`config.mk`:
```
export PLATFORM = sky130hd
export DESIGN_NAME = cpu_bus_seq_flat
export DESIGN_NICKNAME = d
export VERILOG_FILES = /design/src/rtl/cpu_bus_seq_pkg.sv /design/src/rtl/cpu_bus_seq_if.sv /design/src/rtl/cpu_bus_seq_addr_step.sv /design/src/rtl/cpu_bus_seq.sv /design/src/flat_wrapper.sv
export SDC_FILE = /design/constraint.sdc
export NUM_CORES = 1
export LEC_CHECK = 0
export ABC_AREA = 1
export CAP_MARGIN = 20
export CELL_PAD_IN_SITES_DETAIL_PLACEMENT = 1
export CELL_PAD_IN_SITES_GLOBAL_PLACEMENT = 1
export CORE_MARGIN = 3
export CORE_UTILIZATION = 37
export DETAILED_ROUTE_END_ITERATION = 10
export MAX_ROUTING_LAYER = met4
export PLACE_DENSITY = 0.79
export SYNTH_ARGS = -nofsm -noshare
export SYNTH_HDL_FRONTEND = slang
export SYNTH_SLANG_ARGS = --single-unit
```
`constraint.sdc`:
```
create_clock -name i_cpu_clk -period 7.5 [get_ports i_cpu_clk]
set_clock_uncertainty 0.15 [all_clocks]
set_input_delay 1.875 -clock i_cpu_clk [delete_from_list [all_inputs] [get_ports i_cpu_clk]]
set_output_delay 1.875 -clock i_cpu_clk [all_outputs]
set_load 0.005 [all_outputs]
```
`src/rtl/cpu_bus_seq_pkg.sv`:
```
// Shared definitions for the byte-bus sequencer: operand size codes, FSM states
// and the bytes-per-size helper.
package cpu_bus_seq_pkg;

  typedef enum logic [1:0] {
    BUS_SZ_8    = 2'd0,
    BUS_SZ_16   = 2'd1,
    BUS_SZ_32   = 2'd2,
    BUS_SZ_RSVD = 2'd3
  } bus_size_e;

  typedef enum logic [2:0] {
    ST_IDLE   = 3'd0,
    ST_SETUP  = 3'd1,
    ST_STROBE = 3'd2,
    ST_WAIT   = 3'd3,
    ST_DONE   = 3'd4
  } state_t;

  // A return value of 0 marks the reserved encoding.
  function automatic logic [2:0] size_bytes(input logic [1:0] sz);
    case (bus_size_e'(sz))
      BUS_SZ_8:  return 3'd1;
      BUS_SZ_16: return 3'd2;
      BUS_SZ_32: return 3'd4;
      default:   return 3'd0;
    endcase
  endfunction

endpackage

```
`src/rtl/cpu_bus_seq_if.sv`:
```
// Operand-side request/response and byte-bus signals of the sequencer, grouped
// so the CPU and bus sides can be bound with one port.
interface cpu_bus_seq_if #(
    parameter int ADDR_W = 32,
    parameter int DATA_W = 32
);
  // Handshake: i_req is looked at only while the sequencer is idle and is
  // neither queued nor remembered otherwise; o_done pulses once per accepted
  // request with o_err qualifying it. On the byte bus, address/we/data become
  // stable one cycle before o_bus_clk rises, stay stable while it is high, and
  // the first rising clock edge that sees i_bus_data_ready high completes the byte.
  logic              i_req;
  logic              i_we;
  logic [1:0]        i_size;
  logic              i_wrap_pg;
  logic [ADDR_W-1:0] i_addr;
  logic [DATA_W-1:0] i_wdata;
  logic              o_busy;
  logic              o_done;
  logic              o_err;
  logic [DATA_W-1:0] o_rdata;
  logic              o_bus_clk;
  logic              o_bus_we;
  logic [ADDR_W-1:0] o_bus_addr;
  logic [7:0]        o_bus_data;
  logic [7:0]        i_bus_data;
  logic              i_bus_data_ready;

  modport slave (
    input  i_req, i_we, i_size, i_wrap_pg, i_addr, i_wdata, i_bus_data, i_bus_data_ready,
    output o_busy, o_done, o_err, o_rdata, o_bus_clk, o_bus_we, o_bus_addr, o_bus_data
  );

  modport master (
    output i_req, i_we, i_size, i_wrap_pg, i_addr, i_wdata, i_bus_data, i_bus_data_ready,
    input  o_busy, o_done, o_err, o_rdata, o_bus_clk, o_bus_we, o_bus_addr, o_bus_data
  );

endinterface

```
`src/rtl/cpu_bus_seq_addr_step.sv`:
```
// Byte address generator: base + offset, either linear over the full address
// space or wrapping inside the 256-byte page of the base (6502 ZP/indirect rule).
module cpu_bus_seq_addr_step #(
    parameter int ADDR_W = 32
) (
    input  logic [ADDR_W-1:0] i_base,
    input  logic [7:0]        i_off,
    input  logic              i_wrap,
    output logic [ADDR_W-1:0] o_addr
);

  logic [ADDR_W-1:0] lin_addr;
  logic [7:0]        pg_low;

  assign lin_addr = i_base + {{(ADDR_W-8){1'b0}}, i_off};
  assign pg_low   = i_base[7:0] + i_off;
  assign o_addr   = i_wrap ? {i_base[ADDR_W-1:8], pg_low} : lin_addr;

endmodule

```
`src/rtl/cpu_bus_seq.sv`:
```
// Splits one 8/16/32-bit little-endian operand access into byte transfers on the
// external strobe/ready bus. Optional WAIT timeout: define CPU_BUS_TIMEOUT_EN.
module cpu_bus_seq
  import cpu_bus_seq_pkg::*;
#(
    parameter int ADDR_W      = 32,
    parameter int DATA_W      = 32,
    parameter int TIMEOUT_CYC = 255,
    localparam int TMO_W      = $clog2(TIMEOUT_CYC + 1)
) (
    input  logic             i_cpu_clk,
    input  logic             i_rst,
    cpu_bus_seq_if.slave     bus,
    output state_t           o_dbg_state,
    output logic [TMO_W-1:0] o_dbg_wait_cnt
);

  localparam logic [2:0] MAX_BYTES = 3'(DATA_W / 8);

  state_t            state_q;
  logic              we_q;
  logic              wrap_q;
  logic [ADDR_W-1:0] addr_q;
  logic [DATA_W-1:0] wdata_q;
  logic [2:0]        nbytes_q;
  logic [1:0]        k_q;
  logic              err_q;
  logic              busy_q;
  logic              done_q;
  logic              err_out_q;
  logic [DATA_W-1:0] rdata_q;
  logic              bus_clk_q;
  logic              bus_we_q;
  logic [ADDR_W-1:0] bus_addr_q;
  logic [7:0]        bus_data_q;
  logic [TMO_W-1:0]  wait_cnt_q;

  logic [2:0]        req_bytes;
  logic              req_bad;
  logic [ADDR_W-1:0] addr_k;
  logic [7:0]        wbyte_k;
  logic              k_last;

  assign req_bytes = size_bytes(bus.i_size);
  assign req_bad   = (req_bytes == 3'd0) || (req_bytes > MAX_BYTES);
  assign wbyte_k   = 8'(wdata_q >> {k_q, 3'b000});
  assign k_last    = (k_q == 2'(nbytes_q - 3'd1));

  cpu_bus_seq_addr_step #(.ADDR_W(ADDR_W)) u_addr_step (
    .i_base (addr_q),
    .i_off  ({6'd0, k_q}),
    .i_wrap (wrap_q),
    .o_addr (addr_k)
  );

  always_ff @(posedge i_cpu_clk or posedge i_rst) begin
    if (i_rst) begin
      state_q    <= ST_IDLE;
      we_q       <= 1'b0;
      wrap_q     <= 1'b0;
      addr_q     <= '0;
      wdata_q    <= '0;
      nbytes_q   <= '0;
      k_q        <= '0;
      err_q      <= 1'b0;
      busy_q     <= 1'b0;
      done_q     <= 1'b0;
      err_out_q  <= 1'b0;
      rdata_q    <= '0;
      bus_clk_q  <= 1'b0;
      bus_we_q   <= 1'b0;
      bus_addr_q <= '0;
      bus_data_q <= '0;
      wait_cnt_q <= '0;
    end else begin
      done_q    <= 1'b0;
      err_out_q <= 1'b0;
      case (state_q)
        ST_IDLE: begin
          if (bus.i_req) begin
            we_q     <= bus.i_we;
            wrap_q   <= bus.i_wrap_pg;
            addr_q   <= bus.i_addr;
            wdata_q  <= bus.i_wdata;
            nbytes_q <= req_bytes;
            k_q      <= '0;
            busy_q   <= 1'b1;
            err_q    <= req_bad;
            if (!bus.i_we) rdata_q <= '0;
            state_q  <= req_bad ? ST_DONE : ST_SETUP;
          end
        end
        ST_SETUP: begin
          bus_addr_q <= addr_k;
          bus_we_q   <= we_q;
          bus_data_q <= wbyte_k;
          bus_clk_q  <= 1'b0;
          state_q    <= ST_STROBE;
        end
        ST_STROBE: begin
          bus_clk_q  <= 1'b1;
          wait_cnt_q <= '0;
          state_q    <= ST_WAIT;
        end
        ST_WAIT: begin
          if (bus.i_bus_data_ready) begin
            // rdata was cleared at accept, so OR-ing each byte in zero-extends.
            if (!we_q) rdata_q <= rdata_q | (DATA_W'(bus.i_bus_data) << {k_q, 3'b000});
            bus_clk_q <= 1'b0;
            if (k_last) begin
              state_q <= ST_DONE;
            end else begin
              k_q     <= k_q + 2'd1;
              state_q <= ST_SETUP;
            end
          end
`ifdef CPU_BUS_TIMEOUT_EN
          else if (wait_cnt_q == TMO_W'(TIMEOUT_CYC - 1)) begin
            bus_clk_q <= 1'b0;
            err_q     <= 1'b1;
            state_q   <= ST_DONE;
          end
`endif
          else if (wait_cnt_q != TMO_W'(TIMEOUT_CYC)) begin
            wait_cnt_q <= wait_cnt_q + TMO_W'(1);
          end
        end
        ST_DONE: begin
          done_q    <= 1'b1;
          err_out_q <= err_q;
          bus_we_q  <= 1'b0;
          busy_q    <= 1'b0;
          state_q   <= ST_IDLE;
        end
        default: state_q <= ST_IDLE;
      endcase
    end
  end

  assign bus.o_busy     = busy_q;
  assign bus.o_done     = done_q;
  assign bus.o_err      = err_out_q;
  assign bus.o_rdata    = rdata_q;
  assign bus.o_bus_clk  = bus_clk_q;
  assign bus.o_bus_we   = bus_we_q;
  assign bus.o_bus_addr = bus_addr_q;
  assign bus.o_bus_data = bus_data_q;
  assign o_dbg_state    = state_q;
  assign o_dbg_wait_cnt = wait_cnt_q;

endmodule

```
`src/flat_wrapper.sv`:
```
// flat-port wrapper written by rule: the top's interface ports become plain ports
module cpu_bus_seq_flat import cpu_bus_seq_pkg::*;
#(
    parameter int ADDR_W      = 32,
    parameter int DATA_W      = 32,
    parameter int TIMEOUT_CYC = 255,
    localparam int TMO_W      = $clog2(TIMEOUT_CYC + 1)
)
  (i_cpu_clk, i_rst, o_dbg_state, o_dbg_wait_cnt, bus_i_req, bus_i_we, bus_i_size, bus_i_wrap_pg, bus_i_addr, bus_i_wdata, bus_i_bus_data, bus_i_bus_data_ready, bus_o_busy, bus_o_done, bus_o_err, bus_o_rdata, bus_o_bus_clk, bus_o_bus_we, bus_o_bus_addr, bus_o_bus_data);
  cpu_bus_seq_if #(.ADDR_W(ADDR_W), .DATA_W(DATA_W)) bus_i ();
  input  logic i_cpu_clk;
  input  logic i_rst;
  output state_t o_dbg_state;
  output logic [TMO_W-1:0] o_dbg_wait_cnt;
  input wire logic [$bits(bus_i.i_req)-1:0] bus_i_req;
  input wire logic [$bits(bus_i.i_we)-1:0] bus_i_we;
  input wire logic [$bits(bus_i.i_size)-1:0] bus_i_size;
  input wire logic [$bits(bus_i.i_wrap_pg)-1:0] bus_i_wrap_pg;
  input wire logic [$bits(bus_i.i_addr)-1:0] bus_i_addr;
  input wire logic [$bits(bus_i.i_wdata)-1:0] bus_i_wdata;
  input wire logic [$bits(bus_i.i_bus_data)-1:0] bus_i_bus_data;
  input wire logic [$bits(bus_i.i_bus_data_ready)-1:0] bus_i_bus_data_ready;
  output wire logic [$bits(bus_i.o_busy)-1:0] bus_o_busy;
  output wire logic [$bits(bus_i.o_done)-1:0] bus_o_done;
  output wire logic [$bits(bus_i.o_err)-1:0] bus_o_err;
  output wire logic [$bits(bus_i.o_rdata)-1:0] bus_o_rdata;
  output wire logic [$bits(bus_i.o_bus_clk)-1:0] bus_o_bus_clk;
  output wire logic [$bits(bus_i.o_bus_we)-1:0] bus_o_bus_we;
  output wire logic [$bits(bus_i.o_bus_addr)-1:0] bus_o_bus_addr;
  output wire logic [$bits(bus_i.o_bus_data)-1:0] bus_o_bus_data;
  assign bus_i.i_req = bus_i_req;
  assign bus_i.i_we = bus_i_we;
  assign bus_i.i_size = bus_i_size;
  assign bus_i.i_wrap_pg = bus_i_wrap_pg;
  assign bus_i.i_addr = bus_i_addr;
  assign bus_i.i_wdata = bus_i_wdata;
  assign bus_i.i_bus_data = bus_i_bus_data;
  assign bus_i.i_bus_data_ready = bus_i_bus_data_ready;
  assign bus_o_busy = bus_i.o_busy;
  assign bus_o_done = bus_i.o_done;
  assign bus_o_err = bus_i.o_err;
  assign bus_o_rdata = bus_i.o_rdata;
  assign bus_o_bus_clk = bus_i.o_bus_clk;
  assign bus_o_bus_we = bus_i.o_bus_we;
  assign bus_o_bus_addr = bus_i.o_bus_addr;
  assign bus_o_bus_data = bus_i.o_bus_data;
  cpu_bus_seq #(.ADDR_W(ADDR_W), .DATA_W(DATA_W), .TIMEOUT_CYC(TIMEOUT_CYC)) u_core (.i_cpu_clk(i_cpu_clk), .i_rst(i_rst), .bus(bus_i), .o_dbg_state(o_dbg_state), .o_dbg_wait_cnt(o_dbg_wait_cnt));
endmodule
```
==> results of run 1 <==
==> sequential cells by signal (all words and copies together), names as in the netlist, 2 cells and up <==
register               cells
u_core.o_dbg_state         3
u_core.addr_q             32
u_core.nbytes_q            2
u_core.bus.o_bus_addr     32
u_core.k_q                 2
u_core.bus.o_bus_data      8
u_core.o_dbg_wait_cnt      8
u_core.wdata_q            32
u_core.bus.o_rdata        32
==> kinds of logic after synthesis <==
family,Yosys count,synth area share [%]
and+or+nand+nor,470,26.7
DFF,159,54.0
AOI/OAI and AO/OA,146,10.2
buffers and inverters,129,6.92
xor gates and xnor gates,11,1.31
adders and majority gates,4,0.782
==> power by group through the flow <==
stage / clock network [mW] / logic (mW) / registers, mW
2_1_floorplan: 0 / 0.854 / 1.43
3_3_place_gp: 0 / 1.46 / 1.48
3_5_place_dp: 0 / 1.51 / 1.48
4_1_cts: 0.912 / 1.54 / 1.48
5_1_grt: 0.952 / 1.71 / 1.53
6_report: 0.898 / 1.52 / 1.48
==> synth_stat cells (2+ instances only) <==
cell type / number
xor2_1: 10
inv_1: 81
buf_1: 2
clkbuf_1: 20
nor3_2: 2
nor2_1: 71
nand3_1: 59
nor2_2: 4
o31ai_1: 5
nand4_1: 14
inv_2: 9
nand3b_1: 2
nand2_1: 302
o21ai_1: 12
a21oi_1: 48
buf_2: 14
ha_1: 3
dfrtp_1: 159
clkinv_1: 2
o21ai_0: 77
nor3_1: 6
==> worst max-delay path, cell delays in order <==
cell	delay, ns
clkdlybuf4s50_1	0.48
inv_1	0.09
nor2_4	0.75
buf_4	0.61
o21ai_0	0.19
==> cell type report <==
cell class,count,area [um2]
Clock buffer,17,425
Sequential cell,159,3980
Fill cell,2352,9280
Multi-Input combinational cell,631,2890
Tap cell,260,325
Clock inverter,15,176
Timing Repair Buffer,173,1720
Inverter,92,350
==> through the flow <==
| stage | utilization, % | cell area, um2 | setup WS (ns) | power, mW |
|---|---|---|---|---|
| 2_1_floorplan | - | 7360 | 1.18 | 2.29 |
| 3_3_place_gp | 48.4 | 9260 | 3.20 | 2.93 |
| 3_5_place_dp | 48.4 | 9260 | 3.10 | 3.00 |
| 4_1_cts | 51.5 | 9860 | 3.57 | 3.93 |
| 5_1_grt | 51.5 | 9860 | 3.37 | 4.19 |
| 6_report | 51.5 | 9860 | 3.57 | 3.90 |
==> layer usage <==
metal,global-route usage [%],vias up,wire length (um)
met5,-,-,0
met1,29.6,3362,10800
met3,4.35,23,881
met2,35.3,149,11100
li1,-,3228,-
met4,5.13,0,272
==> how the worst max path moves through the flow <==
| stage | start | end | slack (ns) | cells after the start |
|---|---|---|---|---|
| after floorplan | i_rst | u_core.addr_q[0] | 1.18 | 1 |
| after global placement | bus_i_req | u_core.nbytes_q[0] | 3.20 | 5 |
| after detailed placement | bus_i_req | u_core.nbytes_q[0] | 3.10 | 5 |
| after CTS | bus_i_req | u_core.nbytes_q[0] | 3.57 | 5 |
| after global routing | bus_i_req | u_core.nbytes_q[0] | 3.37 | 5 |
| final | bus_i_req | u_core.addr_q[21] | 3.57 | 5 |
==> flow_summary.toml, run 1 <==
[final_layout]
layout.cells.non_filler = 1347
fin_nets = 1158
antenna_cells = 0
layout_common_cells = "nand2_1 (302), clkdlybuf4s50_1 (167), dfrtp_1 (159)"
drive_above_1_share_pct = 5.52
area_delta_synth_final_pct = 33.9
final_common_cell = "nand2_1"

[yosys]
synth_area_leaders = "dfrtp_1 (54%), nand2_1 (15%), o21ai_0 (5.2%), inv_1 (4.1%), nand3_1 (4.0%)"
async_reset_ff_share_pct = 100
synth.avg_cell_area_um2 = 8.01
synth_edf_count = 0
yosysSeqAreaShare_pct = 54.0
ys_seq_elements = 159
yosysTopAreaCell = "dfrtp_1"
synth_warnings = 0
synth_nets = 1003
netlist_area_mm2 = 0.00736
synth-main-ff-cell = "dfrtp_1"
synth_top_area_share_pct = 54.0
synthCells = 919
synthDistinctLibCells = 38

[worst_setup_path]
path_max_fanout = 60
required_ns = 7.63
reg2reg_slack_ns = 4.56
rr_worst_depth = 10
r2r_end = "u_core.bus.o_bus_addr[22]"
end_kind = "register"
crit_path_start_kind = "primary input"
r2r_start = "u_core.k_q[0]"
path_class = "primary input to register"
arrival_ns = 4.06

[min_path]
hold_end = "u_core.wdata_q[3]"
min_from = "u_core.wdata_q[3]"
hold_class = "register to register"
hold_depth = 2

[clocking]
insertion_delay_ns = 0.43
cts_htree_levels = 4
ctsResizeCount = 0
cts_tree = "yes"
cts.sinks = 159
clockBufferDepth = 2
cts_hold_buf = 0
cts_root_buf = "clkbuf_16"
cts-buffers-inserted = 17
cts_setup_buffers = 0
clk_pin_slew_ns = 0.06

[timing]
drv_slew = 0
finalHoldViolCount = 0
fmax_ghz = 0.254
slew_headroom_pct = 35.5
tns_ns = 0
whs_ns = 0.315
rsz0062_at_grt = "false"
tightest_slew_ns = 0.965
period_share_pct = 52.5
setup_violations = 0
period_needed_ns = 3.93

[die]
die_w_um = 147
initial_core_util_pct = 38.5
ioPinCount = 168
die_h_um = 147
core.rowCount = 50
core_mm2 = 0.0191
floorplan.die_area_mm2 = 0.0216

[detailed_routing]
ant_nets = 0
post_drt_wl_per_cell_um = 17.1
drt-initial-drc-count = 436
drtPass1Iterations = 4
drc = 0
vias = 6762
finalWirelength_mm = 23.1
vias_per_cell = 5.02

[placed_design]
routabilityCongestion = 0.817
dp_hpwl_mm = 15.9
io_buffer_count = 167
dp.cells = 1315

[power]
power_density_mw_per_mm2 = 395
p_int_mw = 2.35
p_comb_share_pct = 38.9
pwr-share-seq_pct = 38.1
peakVddDrop_uv = 153
clock_power_share_pct = 23.0
switching_share_pct = 39.6
p_leak_nw = 4.55
power.switching_mw = 1.54

[global_route]
grt_max_degree = 69
antenna_found_initial = 0
overflow = 0
grt_pass1_vias = 7107
grt_pass1_wl_mm = 37.5
grt_util_all_layers_pct = 22.2

[run_status]
outcome = "finished, final reports clean"

[job]
cap_violations = 0
Power figures use the tool's default switching activity.
==> run 2, diff against run 1 <==
Clock period 7.5 ns to 4 ns, I/O delays scaled along.
==> run 2 against run 1 <==
Net effect: total power is 87% higher; clock-buffer cell count unchanged; global-route usage is 0.37 points higher; sequential share of layout area down 0.092 points; wire length is 1.7% higher; register-to-register slack lost 3.1 ns; combinational power increased by 88%; worst hold slack improved by 0.0065 ns; via count is 0.22% lower; sequential power grew 87%; design area up 0.23%; core utilization increased by 0.12 points; critical path type is now register to output port; largest cell class unchanged.
==> flow_summary.toml, run 2 (synthesized netlist as in run 1, its figures left out) <==
[final_layout]
final_common_cell = "nand2_1"
fin_nets = 1160
nFillCells = 2339
drive_above_1_share_pct = 5.69
area_delta_synth_final_pct = 34.2
layout_common_cells = "nand2_1 (302), clkdlybuf4s50_1 (167), dfrtp_1 (159)"
layout.cells.non_filler = 1349
antenna_cells = 0

[worst_setup_path]
reg2reg_slack_ns = 1.46
cp_slowest_stage_delay_ns = 0.58
rr_worst_depth = 9
crit_path_start_kind = "register"
end_kind = "output port"
r2r_end = "u_core.bus.o_bus_addr[14]"
arrival_ns = 1.45
critPathSlowestCell = "clkdlybuf4s50_1"
crit_buf_inv = 1
r2r_start = "u_core.k_q[0]"
required_ns = 2.85
path_class = "register to output port"
cpLargestDelayFamily = "buffers and inverters"
path_max_fanout = 4
crit_chain = "clkdlybuf4s50_1"

[placed_design]
io_buffer_count = 167
routabilityCongestion = 0.815
dp_hpwl_mm = 16.4
dp.cells = 1317

[die]
core.rowCount = 50
die_w_um = 147
core_mm2 = 0.0191
die_h_um = 147
initial_core_util_pct = 38.5
ioPinCount = 168
floorplan.die_area_mm2 = 0.0216

[clocking]
cts_htree_levels = 4
cts_root_buf = "clkbuf_16"
insertion_delay_ns = 0.43
cts_hold_buf = 0
cts.sinks = 159
clk_pin_slew_ns = 0.07
cts_setup_buffers = 0
ctsResizeCount = 0
cts-buffers-inserted = 17
clockBufferDepth = 2
cts_tree = "yes"

[global_route]
antenna_found_initial = 0
met3_usage_pct = 4.10
grt_pass1_wl_mm = 37.9
grt_util_all_layers_pct = 22.6
overflow = 0
busiest_layer = "met2"
grt_max_degree = 77
met2_usage_pct = 38.0
grt_util_met1_pct = 28.2
grt_pass1_vias = 7238

[min_path]
min_from = "u_core.wdata_q[17]"
hold_depth = 2
hold_class = "register to register"
hold_end = "u_core.wdata_q[17]"

[detailed_routing]
drt-initial-drc-count = 461
vias = 6747
drtPass1Iterations = 4
drc = 0
finalWirelength_mm = 23.5
post_drt_wl_per_cell_um = 17.4
vias_per_cell = 5.00
ant_nets = 0

[power]
p_leak_nw = 4.55
peakVddDrop_uv = 305
power_density_mw_per_mm2 = 737

[job]
cap_violations = 0

[timing]
tightest_slew_ns = 0.867
period_share_pct = 65.0
slew_headroom_pct = 42.1
tns_ns = 0
period_needed_ns = 2.60
drv_slew = 0
fmax_ghz = 0.385
setup_violations = 0
finalHoldViolCount = 0
rsz0062_at_grt = "false"

[run_status]
outcome = "finished, final reports clean"
==> run 2: how the worst max path moves through the flow <==
stage                               start                         to  slack (ns)  cells after the start
global placement     bus_i_bus_data_ready      u_core.bus.o_rdata[4]        1.25                      6
global route                u_core.k_q[0]  u_core.bus.o_bus_addr[22]        1.16                      9
detailed placement   bus_i_bus_data_ready     u_core.bus.o_rdata[16]        1.16                      6
CTS                 u_core.o_dbg_state[1]             o_dbg_state[1]        1.37                      1
floorplan                           i_rst           u_core.addr_q[0]        0.84                      1
finish              u_core.o_dbg_state[1]             o_dbg_state[1]        1.40                      1
==> run 2: worst reg2reg max path, stage by stage (launching register included) <==
cell,delay (ns)
dfrtp_1,0.38
ha_1,0.21
fa_1,0.21
nand2_1,0.09
nor2_1,0.25
nand2_1,0.13
nor3_2,0.61
nand3_1,0.15
nand3_1,0.18
nand2_1,0.07
==> run 2: final cells by class <==
| cell class | instances | area (um2) | area share (%) |
|---|---|---|---|
| Inverter | 92 | 349 | 3.53 |
| Clock buffer | 17 | 425 | 4.30 |
| Tap cell | 260 | 325 | 3.29 |
| Clock inverter | 15 | 160 | 1.62 |
| Multi-Input combinational cell | 631 | 2890 | 29.2 |
| Sequential cell | 159 | 3980 | 40.3 |
| Timing Repair Buffer | 175 | 1760 | 17.8 |
==> run 2: stage by stage <==
step	util, %	hold WS [ns]	worst slack, ns	area [um2]	total power, mW
floorplan	-	0.287	0.835	7370	4.29
global placement	48.6	0.300	1.25	9300	5.53
detailed placement	48.6	0.304	1.16	9300	5.67
CTS	51.6	0.322	1.37	9880	7.37
global route	51.6	0.336	1.16	9880	7.84
finish	51.6	0.322	1.40	9880	7.28
==> run 2: metal layers <==
metal / wire length [um] / vias to the layer above
li1: - / 3241
met1: 10500 / 3360
met2: 11900 / 128
met3: 761 / 18
met4: 316 / 0
met5: 0 / -
==> run 2: power breakdown <==
group          switching [mW]  internal, mW
sequential              0.495          2.28
clock                   0.716         0.928
combinational            1.67          1.20
